==> config.mk <==
export PLATFORM = sky130hd
export DESIGN_NAME = multicycle_control
export DESIGN_NICKNAME = d
export VERILOG_FILES = /design/src/rtl/multicycle_control.sv
export SDC_FILE = /design/constraint.sdc
export NUM_CORES = 1
export LEC_CHECK = 0
export CORE_MARGIN = 5
export CORE_UTILIZATION = 48
export CTS_BUF_LIST = sky130_fd_sc_hd__clkbuf_4
export DETAILED_ROUTE_END_ITERATION = 12
export PLACE_DENSITY = 0.77
export SLEW_MARGIN = 20
export SYNTH_ARGS = -nofsm -noshare
export SYNTH_HDL_FRONTEND = slang
export SYNTH_SLANG_ARGS = --single-unit
==> constraint.sdc <==
create_clock -name clock -period 2.89 [get_ports clock]
set_clock_uncertainty 0.1 [all_clocks]
set_input_delay 0.7225 -clock clock [delete_from_list [all_inputs] [get_ports clock]]
set_output_delay 0.7225 -clock clock [all_outputs]
set_load 0.03 [all_outputs]
==> src/rtl/multicycle_control.sv <==
// Sequencing FSM for the multicycle RV32I core. Each instruction is stepped
// through FETCH/DECODE/EXECUTE/MEM/WRITEBACK. The block drives the shared ALU
// selects, the register file, PC and instruction/data memory requests, waits on
// the memory ready handshakes, and halts with a sticky bus_error when a memory
// request waits MEM_TIMEOUT cycles without a ready (MEM_TIMEOUT=0 disables it).
//
// Ports:
//   clock, reset                 core clock, async active-high reset
//   inst_opcode, inst_bit_30     IR fields (stable from DECODE onward)
//   inst_mem_ready               instruction read data valid this cycle
//   data_mem_ready               data load/store completes this cycle
//   inst_mem_read_enable         instruction fetch request
//   ir_write_enable              load IR from the instruction bus
//   pc_write_enable              update PC
//   regfile_write_enable         write rd
//   alu_operand_a_select/_b_     ALU operand selects (CTL_ALU_A_*/CTL_ALU_B_*)
//   alu_op_type                  ALU operation (CTL_ALU_*)
//   jal_enable, jalr_enable      jump PC sources at writeback
//   branch_enable                conditional PC update in EXECUTE
//   data_mem_read/write_enable   load/store request
//   reg_writeback_select         rd source (CTL_WRITEBACK_*)
//   bus_error                    sticky memory timeout flag
//   state                        current FSM state (debug)
module multicycle_control #(
  parameter int unsigned MEM_TIMEOUT = 255
) (
  input  logic       clock,
  input  logic       reset,
  input  logic [6:0] inst_opcode,
  input  logic       inst_bit_30,
  input  logic       inst_mem_ready,
  input  logic       data_mem_ready,
  output logic       inst_mem_read_enable,
  output logic       ir_write_enable,
  output logic       pc_write_enable,
  output logic       regfile_write_enable,
  output logic       alu_operand_a_select,
  output logic       alu_operand_b_select,
  output logic [2:0] alu_op_type,
  output logic       jal_enable,
  output logic       jalr_enable,
  output logic       branch_enable,
  output logic       data_mem_read_enable,
  output logic       data_mem_write_enable,
  output logic [2:0] reg_writeback_select,
  output logic       bus_error,
  output logic [2:0] state
);

  localparam logic [6:0] OPC_LOAD     = 7'h03;
  localparam logic [6:0] OPC_MISC_MEM = 7'h0F;
  localparam logic [6:0] OPC_OP_IMM   = 7'h13;
  localparam logic [6:0] OPC_AUIPC    = 7'h17;
  localparam logic [6:0] OPC_STORE    = 7'h23;
  localparam logic [6:0] OPC_OP       = 7'h33;
  localparam logic [6:0] OPC_LUI      = 7'h37;
  localparam logic [6:0] OPC_BRANCH   = 7'h63;
  localparam logic [6:0] OPC_JALR     = 7'h67;
  localparam logic [6:0] OPC_JAL      = 7'h6F;

  localparam logic       CTL_ALU_A_RS1 = 1'b0;
  localparam logic       CTL_ALU_A_PC  = 1'b1;
  localparam logic       CTL_ALU_B_RS2 = 1'b0;
  localparam logic       CTL_ALU_B_IMM = 1'b1;

  localparam logic [2:0] CTL_ALU_ZERO      = 3'd0;
  localparam logic [2:0] CTL_ALU_ADD       = 3'd1;
  localparam logic [2:0] CTL_ALU_DEFAULT   = 3'd2;
  localparam logic [2:0] CTL_ALU_SECONDARY = 3'd3;
  localparam logic [2:0] CTL_ALU_BRANCH    = 3'd4;

  localparam logic [2:0] CTL_WRITEBACK_ALU  = 3'd0;
  localparam logic [2:0] CTL_WRITEBACK_DATA = 3'd1;
  localparam logic [2:0] CTL_WRITEBACK_PC4  = 3'd2;
  localparam logic [2:0] CTL_WRITEBACK_IMM  = 3'd3;

  localparam int unsigned CW = (MEM_TIMEOUT > 0) ? $clog2(MEM_TIMEOUT + 1) : 1;

  typedef enum logic [2:0] {
    S_FETCH     = 3'd0,
    S_DECODE    = 3'd1,
    S_EXECUTE   = 3'd2,
    S_MEM       = 3'd3,
    S_WRITEBACK = 3'd4,
    S_HALT      = 3'd5
  } state_e;

  state_e          state_q, state_d;
  logic [CW-1:0]   count_q, count_d;
  logic            bus_error_q, bus_error_d;

  logic            ex_a_sel, ex_b_sel, known_op;
  logic [2:0]      ex_alu_op;
  logic            timeout_hit;

  // Counter holds the number of ready=0 cycles already waited; the limit is
  // hit on the cycle that would make it MEM_TIMEOUT.
  assign timeout_hit = (MEM_TIMEOUT != 0) && (count_q == CW'(MEM_TIMEOUT - 1));

  // EXECUTE ALU setup; reused in MEM and WRITEBACK so the ALU result stays valid.
  always_comb begin
    ex_a_sel  = CTL_ALU_A_RS1;
    ex_b_sel  = CTL_ALU_B_RS2;
    ex_alu_op = CTL_ALU_ZERO;
    known_op  = 1'b1;
    case (inst_opcode)
      OPC_LOAD, OPC_STORE: begin
        ex_b_sel  = CTL_ALU_B_IMM;
        ex_alu_op = CTL_ALU_ADD;
      end
      OPC_OP_IMM: begin
        ex_b_sel  = CTL_ALU_B_IMM;
        ex_alu_op = CTL_ALU_DEFAULT;
      end
      OPC_OP:       ex_alu_op = inst_bit_30 ? CTL_ALU_SECONDARY : CTL_ALU_DEFAULT;
      OPC_AUIPC, OPC_JAL: begin
        ex_a_sel  = CTL_ALU_A_PC;
        ex_b_sel  = CTL_ALU_B_IMM;
        ex_alu_op = CTL_ALU_ADD;
      end
      OPC_JALR: begin
        ex_b_sel  = CTL_ALU_B_IMM;
        ex_alu_op = CTL_ALU_ADD;
      end
      OPC_BRANCH:   ex_alu_op = CTL_ALU_BRANCH;
      OPC_LUI, OPC_MISC_MEM: ex_alu_op = CTL_ALU_ZERO;
      default:      known_op = 1'b0;
    endcase
  end

  always_comb begin
    state_d               = state_q;
    count_d               = '0;
    bus_error_d           = bus_error_q;
    inst_mem_read_enable  = 1'b0;
    ir_write_enable       = 1'b0;
    pc_write_enable       = 1'b0;
    regfile_write_enable  = 1'b0;
    alu_operand_a_select  = CTL_ALU_A_RS1;
    alu_operand_b_select  = CTL_ALU_B_RS2;
    alu_op_type           = CTL_ALU_ZERO;
    jal_enable            = 1'b0;
    jalr_enable           = 1'b0;
    branch_enable         = 1'b0;
    data_mem_read_enable  = 1'b0;
    data_mem_write_enable = 1'b0;
    reg_writeback_select  = CTL_WRITEBACK_ALU;

    case (state_q)
      S_FETCH: begin
        inst_mem_read_enable = 1'b1;
        if (inst_mem_ready) begin
          ir_write_enable = 1'b1;
          state_d         = S_DECODE;
        end else if (timeout_hit) begin
          state_d     = S_HALT;
          bus_error_d = 1'b1;
        end else if (MEM_TIMEOUT != 0) begin
          count_d = count_q + CW'(1);
        end
      end
      S_DECODE: begin
        if (known_op) begin
          state_d = S_EXECUTE;
        end else begin
          pc_write_enable = 1'b1;
          state_d         = S_FETCH;
        end
      end
      S_EXECUTE: begin
        alu_operand_a_select = ex_a_sel;
        alu_operand_b_select = ex_b_sel;
        alu_op_type          = ex_alu_op;
        case (inst_opcode)
          OPC_LOAD, OPC_STORE: state_d = S_MEM;
          OPC_BRANCH: begin
            branch_enable   = 1'b1;
            pc_write_enable = 1'b1;
            state_d         = S_FETCH;
          end
          OPC_MISC_MEM: begin
            pc_write_enable = 1'b1;
            state_d         = S_FETCH;
          end
          default: state_d = S_WRITEBACK;
        endcase
      end
      S_MEM: begin
        alu_operand_a_select = ex_a_sel;
        alu_operand_b_select = ex_b_sel;
        alu_op_type          = ex_alu_op;
        if (inst_opcode == OPC_LOAD) data_mem_read_enable  = 1'b1;
        else                         data_mem_write_enable = 1'b1;
        if (data_mem_ready) begin
          if (inst_opcode == OPC_LOAD) begin
            state_d = S_WRITEBACK;
          end else begin
            pc_write_enable = 1'b1;
            state_d         = S_FETCH;
          end
        end else if (timeout_hit) begin
          state_d     = S_HALT;
          bus_error_d = 1'b1;
        end else if (MEM_TIMEOUT != 0) begin
          count_d = count_q + CW'(1);
        end
      end
      S_WRITEBACK: begin
        alu_operand_a_select = ex_a_sel;
        alu_operand_b_select = ex_b_sel;
        alu_op_type          = ex_alu_op;
        regfile_write_enable = 1'b1;
        pc_write_enable      = 1'b1;
        state_d              = S_FETCH;
        case (inst_opcode)
          OPC_LOAD: reg_writeback_select = CTL_WRITEBACK_DATA;
          OPC_JAL: begin
            reg_writeback_select = CTL_WRITEBACK_PC4;
            jal_enable           = 1'b1;
          end
          OPC_JALR: begin
            reg_writeback_select = CTL_WRITEBACK_PC4;
            jalr_enable          = 1'b1;
          end
          OPC_LUI:  reg_writeback_select = CTL_WRITEBACK_IMM;
          default:  reg_writeback_select = CTL_WRITEBACK_ALU;
        endcase
      end
      S_HALT: state_d = S_HALT;
      default: state_d = S_FETCH;
    endcase

    // Reset forces FETCH asynchronously; mask its fetch request (and any
    // in-flight write) for as long as reset is held.
    if (reset) begin
      inst_mem_read_enable  = 1'b0;
      ir_write_enable       = 1'b0;
      pc_write_enable       = 1'b0;
      regfile_write_enable  = 1'b0;
      jal_enable            = 1'b0;
      jalr_enable           = 1'b0;
      branch_enable         = 1'b0;
      data_mem_read_enable  = 1'b0;
      data_mem_write_enable = 1'b0;
      alu_op_type           = CTL_ALU_ZERO;
      reg_writeback_select  = CTL_WRITEBACK_ALU;
    end
  end

  always_ff @(posedge clock or posedge reset) begin
    if (reset) begin
      state_q     <= S_FETCH;
      count_q     <= '0;
      bus_error_q <= 1'b0;
    end else begin
      state_q     <= state_d;
      count_q     <= count_d;
      bus_error_q <= bus_error_d;
    end
  end

  assign bus_error = bus_error_q;
  assign state     = state_q;

endmodule
### Yosys cells after proc, flatten, opt, wreduce, memory -nomap -nowiden

Index checks and enable logic that the tools add are counted.

* register bits after elaboration: 12
* latch bits: 0
* RAM bits: 0
* bits in read-only memories: 0
* bits of input ports: 12
* output and inout bits: 21
* word-level logic and storage cells: 87
* memories: 0

* $add $sub $neg: 1
* $mul: 0
* divide/modulo/power cells: 0
* order comparisons: 0
* equal/unequal tests: 18
* shift-type cells: 0
* muxes and demuxes: 54
* bitwise operators: 0
* reductions and logical operators: 11

Operators with widths (number)
* 2-to-1 mux 1 bit: 35
* 2-to-1 mux 8 bit: 3
* == test 7 x 6 -> 1 bit, second input constant: 3
* == test 7 bit, second input constant: 3
* 2-to-1 mux 3 bit: 7
* one-hot mux 8 bit (2 select lines): 1
* one-hot mux 3 bit (5 select lines): 1
* == test 7 x 5 -> 1 bit, second input constant: 2
* one-hot mux 3 bit (4 select lines): 1
* OR reduction 10 bit: 1
* adder 8 x 1 -> 8 bit, second input constant: 1
* == test 8 bit, second input constant: 1
* OR reduction 2 bit: 4
* == test 7 x 2 -> 1 bit, second input constant: 1
* == test 7 x 4 -> 1 bit, second input constant: 1
* == test 3 x 2 -> 1 bit, second input constant: 2
* == test 3 bit, second input constant: 2
* one-hot mux 2 bit (3 select lines): 1
* one-hot mux 3 bit (2 select lines): 1
* OR reduction 6 bit: 1
* OR reduction 5 bit: 1
* 2-to-1 mux 2 bit: 2
* inequality test 2 bit, second input constant: 2
* one-hot mux 1 bit (4 select lines): 1
* 6 further kinds: 6

### Logic depth before layout (Yosys ltp)

Gate-level depths: netlist of the first run.

* depth in word-level cells: 6
* depth in mapped cells: 6
* gate-level depth less buffers: 5

### Least setup slack after synthesis of the first run

OpenSTA, ideal clock, no wires.

* path type: input -> output
* start: in inst_opcode[2]
* end: out branch_enable
* data arrival time: 2.410 ns
* data required time: 2.068 ns
* setup slack: -0.343 ns
* cell stages on the path: 4
* path buffers: 1
* path through: buf_4 > or2_1 > or3_1 > nor4_1

* longest elaborated chain between the ends: 4

Ends and longest elaborated chain
* start, declared: line 29 `input logic [6:0] inst_opcode,`
* == test 7 bit: line 174 `case (inst_opcode)`
* 2-to-1 mux 1 bit: line 174
* 2-to-1 mux 1 bit: line 149 `case (state_q)`
* 2-to-1 mux 1 bit: line 235 `if (reset) begin`
* end, declared: line 42 `output logic branch_enable,`

Every way passes these cells.

### Final worst setup path of the first run

* start: in inst_opcode[5]
* end: out pc_write_enable

* longest elaborated chain between the ends: 6
* elaborated cells between the ends (all ways): 19
* classes of those cells: 10 x eq/ne; 7 x mux; 2 x reduce/logical

Ends and longest elaborated chain
* == test 7 x 2 -> 1 bit, or another cell as far along: line 106, 195
* OR reduction 10 bit (no line)
* 2-to-1 mux 1 bit: line 106 `case (inst_opcode)`
* 2-to-1 mux 1 bit: line 163 `if (known_op) begin`
* one-hot mux 1 bit (4 select lines) *: line 149
* 2-to-1 mux 1 bit *: line 235
* end, declared: line 35 `output logic pc_write_enable,`

Mark *: on every way between the ends. The rest lies on a longest branch, timed or not.

==> flow_metrics.tcl, run 1 <==
set metrics [dict create \
    synth_edf_count 0 \
    critPathArrivalTime_ns 2.04 \
    required_ns 2.07 \
    routed_wl_um 3510 \
    outcome "completed" \
    synthToLayoutAreaGrowth_pct 53.3 \
    synth_ff_type "dfrtp_1" \
    synth.top_cells.by_area "dfrtp_1, nor2_1, buf_6, nand3_1, nor3_1" \
    netlist_instances 134 \
    critPathLaunch "inst_opcode[5]" \
    grt_pass1_vias 1259 \
    vdd_ir_drop_max_uv 257 \
    die_h_um 57.7 \
    drt_iter0_drc 52 \
    hold_buffers 0 \
    holdPathStages 2 \
    cts_buffers 3 \
    clkSlewWorstSetupHoldPaths_ns 0.07 \
    powerDensity_mw_per_mm2 220 \
    worstSetupPathType "in2out" \
    cp_top_family "compound AO/OA/AOI/OAI gates" \
    initial_utilization_pct 49.9 \
    fillers 152 \
    yosysMostFrequentCell "nor2_1" \
    clock_latency_ns 0.28 \
    nNetsFinal 204 \
    grt_max_degree 14 \
    cts.sinks 12 \
    rsz0062_at_grt "yes" \
    pre_cts_slack_ns -0.497 \
    r2r-start "state[0]" \
    viasPerCell 5.73 \
    synth_largest_area_cell "dfrtp_1" \
    drc_errors 0 \
    hpwl_um 2350 \
    hp-class "reg2reg" \
    setup_slack_ns 0.0250 \
    overflow 0 \
    crit_end "pc_write_enable" \
    finalCritPeriodShare_pct 99.1 \
    dr.pass1.iters 4 \
    yosys_register_bits 12 \
    grt_pass1_wl_um 5440 \
    antenna_left 0 \
    wl_per_cell_um 16.2 \
    crit_path_max_fanout 2 \
    syn_area_per_cell_um2 8.16 \
    synth.distinct_cells 55 \
    async_reset_ff_share_pct 100 \
    htreeDepth 1 \
    diodes 0 \
    synth_commonest_cells "nor2_1, dfrtp_1, inv_1, nand2_1, nand3_1" \
    period_needed_ns 2.86 \
    grt.total_usage_pct 20.2 \
    synth_top_area_share_pct 27.5 \
    antenna_found_initial 0 \
    synthesis.nets 148 \
    crit_buf_inv 2 \
    stdcell_area_mm2 0.00168 \
    finalSetupViolCount 0 \
    cp_cell_sequence "buf_6 > nor2b_1 > o311a_4 > a2111o_1 > a31oi_1 > buf_4" \
    synth_area_mm2 0.00109 \
    coreArea_mm2 0.00219 \
    ff2ff_setup_slack_ns 0.97 \
    yosysWarnings 0 \
    cap_violations 0 \
    drive_above_1_share_pct 41.8 \
    seq_area_frac_synth_pct 27.5 \
    cpMaxStageDelayCell "a2111o_1" \
    rows 17 \
    vias 1244 \
    fmax_mhz 349 \
    placed_cell_area_mm2 0.00149 \
    timing.rr.end "count_q[4]" \
    slew_violations 0 \
    reg2reg_depth 5 \
    leakage_nw 0.723 \
    critical_path_cell_count 6 \
    cts_tree "yes" \
    die_area_mm2 0.00333 \
    clk_path_buf_depth 2 \
    tns_ns 0 \
    end_kind "output pin" \
    hold_viol_final 0 \
    clock-root-buffer "clkbuf_4" \
    place.gp.congestion 0.847 \
    ios 33 \
    fp.dieW_um 57.7 \
    cp_slowest_stage_delay_ns 0.38 \
    cp-start-kind "input port" \
    port_buffers 31 \
]
==> routing by layer <==
| metal | vias to the layer above | wire [um] | global-route usage, % |
|---|---|---|---|
| met5 | - | 0 | 0 |
| met4 | 0 | 141 | 10.9 |
| met3 | 17 | 234 | 3.79 |
| met2 | 52 | 1730 | 35.8 |
| met1 | 590 | 1400 | 22.7 |
| li1 | 585 | - | - |
==> where the power goes <==
part / internal, mW / switching, mW
clock network: 0.0501 / 0.0555
registers: 0.168 / 0
logic: 0.0472 / 0.0478
total: 0.265 / 0.103
==> worst min path at each step <==
stage | from | endpoint
6_report | bus_error | bus_error
5_1_grt | bus_error | bus_error
4_1_cts | bus_error | bus_error
3_5_place_dp | bus_error | bus_error
3_3_place_gp | bus_error | bus_error
2_1_floorplan | count_q[0] | count_q[0]
==> area by class of cell <==
cell class	instances	area [um^2]	share of cell area (%)
timing repair buffer	62	510	30.4
inverter	8	30.0	1.79
clock buffer	3	22.5	1.34
clock inverter	1	3.75	0.224
multi-input combinational	103	774	46.2
sequential	12	300	17.9
tap	28	35.0	2.09
==> cell usage in the layout, fill, tap and decap left out, types with 3 or more instances in the layout <==
| master | instances |
|---|---|
| nand3_1 | 8 |
| a21oi_1 | 3 |
| xor2_1 | 3 |
| nor3_1 | 6 |
| dlygate4sd2_1 | 3 |
| dfrtp_1 | 12 |
| nor4_2 | 3 |
| clkdlybuf4s50_1 | 7 |
| xnor2_1 | 3 |
| nand2_1 | 7 |
| clkbuf_4 | 4 |
| buf_6 | 5 |
| nand2b_1 | 3 |
| inv_1 | 7 |
| nor2_1 | 14 |
| buf_4 | 44 |
| o21ai_0 | 3 |
==> sequential cells by signal, summed over array words and instances, names as in the netlist <==
signal     count
bus_error      1
count_q        8
state          3
==> worst register-to-register path, cell delays in order (launching register included) <==
cell and delay, ns:
dfrtp_1 0.54, buf_4 0.22, and2b_1 0.19, a21oi_1 0.12, or3b_1 0.52, nor2_1 0.16
==> repair_timing <==
action,CTS,global route
gates cloned,0,0
buffers inserted,9,0
pin swaps,11,5
setup endpoints to repair,13,5
resized for setup,37,16
==> per-stage QoR <==
stage | power (mW) | utilization, % | hold WS, ns | cells
after floorplan | 0.209 | - | 0.368 | 134
after detailed placement | 0.242 | 68.1 | 0.360 | 204
final | 0.368 | 76.5 | 0.374 | 217
after global placement | 0.241 | 68.1 | 0.351 | 204
after global routing | 0.389 | 76.5 | 0.416 | 217
after CTS | 0.359 | 73.8 | 0.378 | 217
==> logic make-up after synthesis <==
| kind of cell | Yosys count | synth area share, % |
|---|---|---|
| xor+xnor | 6 | 4.81 |
| other cells | 1 | 0.343 |
| compound gates | 24 | 16.0 |
| fa+ha+maj | 2 | 2.29 |
| buf+inv | 19 | 11.3 |
| simple gates | 69 | 36.8 |
| mux | 1 | 0.915 |
| flops | 12 | 27.5 |
Power figures use the tool's default switching activity.
==> run 2, diff against run 1 <==
==> constraint.sdc (replaced) <==
create_clock -name clock -period 2.89 [get_ports clock]
set_clock_uncertainty 0.1 [all_clocks]
set_input_delay 0.7225 -clock clock [delete_from_list [all_inputs] [get_ports clock]]
set_output_delay 0.7225 -clock clock [all_outputs]
set_load 0.02 [all_outputs]
==> run 2 against run 1 <==
Net effect: critical path depth did not move; cell area down 6.2%; register-to-register slack about the same; largest power group unchanged; critical endpoint unchanged; combinational power is 23% lower; final cell count shrank 1.4%; clock-buffer cell count stayed put; first-iteration DRC count shrank 48%; global-route usage is 1.2 points lower; hold slack worse by 0.0040 ns; highest routed layer unchanged; routed wire length shrank 14%; sequential cell count unchanged; maximum frequency is 0.57% higher.
==> flow_metrics.tcl, run 2 (synthesis results as in run 1) <==
set metrics [dict create \
    outcome "completed" \
    clk_path_buf_depth 2 \
    htreeDepth 1 \
    crit_path_max_fanout 6 \
    critPathArrivalTime_ns 2.03 \
    synthToLayoutAreaGrowth_pct 43.8 \
    drc_errors 0 \
    fillers 189 \
    fmax_mhz 351 \
    die_h_um 57.7 \
    ios 33 \
    worstSetupPathType "in2out" \
    overflow 0 \
    cp-start-kind "input port" \
    final_common_cell "buf_4" \
    largest_register_ffs 8 \
    dr.pass1.iters 4 \
    grt_pass1_vias 1165 \
    nNetsFinal 201 \
    grt_max_degree 13 \
    place.gp.congestion 0.849 \
    hold_viol_final 0 \
    rows 17 \
    port_buffers 31 \
    leakage_nw 0.707 \
    drt_iter0_drc 27 \
    period_needed_ns 2.85 \
    cts.sinks 12 \
    initial_utilization_pct 49.9 \
    vias 1156 \
    wl_per_cell_um 14.1 \
    antenna_left 0 \
    hp-class "reg2reg" \
    finalNonFillerCells 214 \
    finalSetupViolCount 0 \
    pre_cts_slack_ns -0.946 \
    slew_violations 0 \
    viasPerCell 5.40 \
    hpwl_um 2340 \
    drive_above_1_share_pct 34.9 \
    end_kind "output pin" \
    grt.total_usage_pct 19.0 \
    rsz0062_at_grt "no" \
    mostFrequentLayoutCells "buf_4, nor2_1, dfrtp_1" \
    routed_wl_um 3020 \
    antenna_found_initial 0 \
    die_area_mm2 0.00333 \
    cap_violations 0 \
    vdd_ir_drop_max_uv 309 \
    clock-root-buffer "clkbuf_4" \
    coreArea_mm2 0.00219 \
    fp.dieW_um 57.7 \
    cts_tree "yes" \
    clock_latency_ns 0.27 \
    powerDensity_mw_per_mm2 218 \
    top_register "count_q" \
    placed_cells 210 \
    grt_pass1_wl_um 5130 \
    setup_slack_ns 0.0411 \
    diodes 0 \
    cts_buffers 3 \
    required_ns 2.07 \
    clkSlewWorstSetupHoldPaths_ns 0.08 \
    finalCritPeriodShare_pct 98.6 \
    post-route-util_pct 71.8 \
]
-- run 2: metrics by stage --
step           total power, mW  cell area [um^2]  hold slack (ns)   TNS, ns
3_5_place_dp             0.244              1560            0.361    -10.43
6_report                 0.343              1570            0.370         0
2_1_floorplan            0.208              1100            0.368         0
4_1_cts                  0.345              1550            0.379  -0.00208
3_3_place_gp             0.242              1560            0.354    -10.13
5_1_grt                  0.367              1570            0.423         0
-- run 2: final cells by class --
type                            instances  area, um^2  area share [%]
Timing Repair Buffer                   59         454            28.9
Sequential cell                        12         300            19.1
Multi-Input combinational cell        103         727            46.2
Tap cell                               28        35.0            2.23
Clock buffer                            3        22.5            1.43
Inverter                                8        30.0            1.91
Clock inverter                          1        3.75           0.239
-- run 2: layer usage --
layer | wire [um] | part of all wire [%] | track usage, % | up-vias
li1 | - | - | - | 580
met3 | 131 | 4.3 | 5.12 | 2
met5 | 0 | 0 | 0 | -
met1 | 1370 | 46 | 25.0 | 552
met4 | 10 | 0.33 | 2.65 | 0
met2 | 1500 | 50 | 31.9 | 22
-- run 2: worst max-delay path: stages --
cell and delay, ns:
buf_2 0.13, nor2b_1 0.13, o311a_1 0.35, a2111o_1 0.37, a31oi_1 0.16, buf_4 0.17
-- run 2: worst paths after layout --
path	start	endpoint	slack [ns]	cells after the start
max reg2reg	state[0]	count_q[4]	0.98	5
max	inst_opcode[5]	pc_write_enable	0.04	6
max in group asynchronous	reset	count_q[1]	1.77	4
min in group asynchronous	reset	state[1]	0.76	4
min	bus_error	bus_error	0.37	2
min reg2reg	bus_error	bus_error	0.37	2
-- run 2: power breakdown --
| group | switching (mW) | total [mW] | internal [mW] |
|---|---|---|---|
| clock network | 0.0521 | 0.102 | 0.0499 |
| logic | 0.0374 | 0.0729 | 0.0355 |
| registers | 0 | 0.168 | 0.168 |
| total | 0.0895 | 0.343 | 0.253 |
-- run 2: timing repair --
action	in CTS	in global routing
endpoints found under the setup margin	16	10
resized for setup	76	13
pin swaps	5	1
hold buffers	0	0
setup buffers	0	0
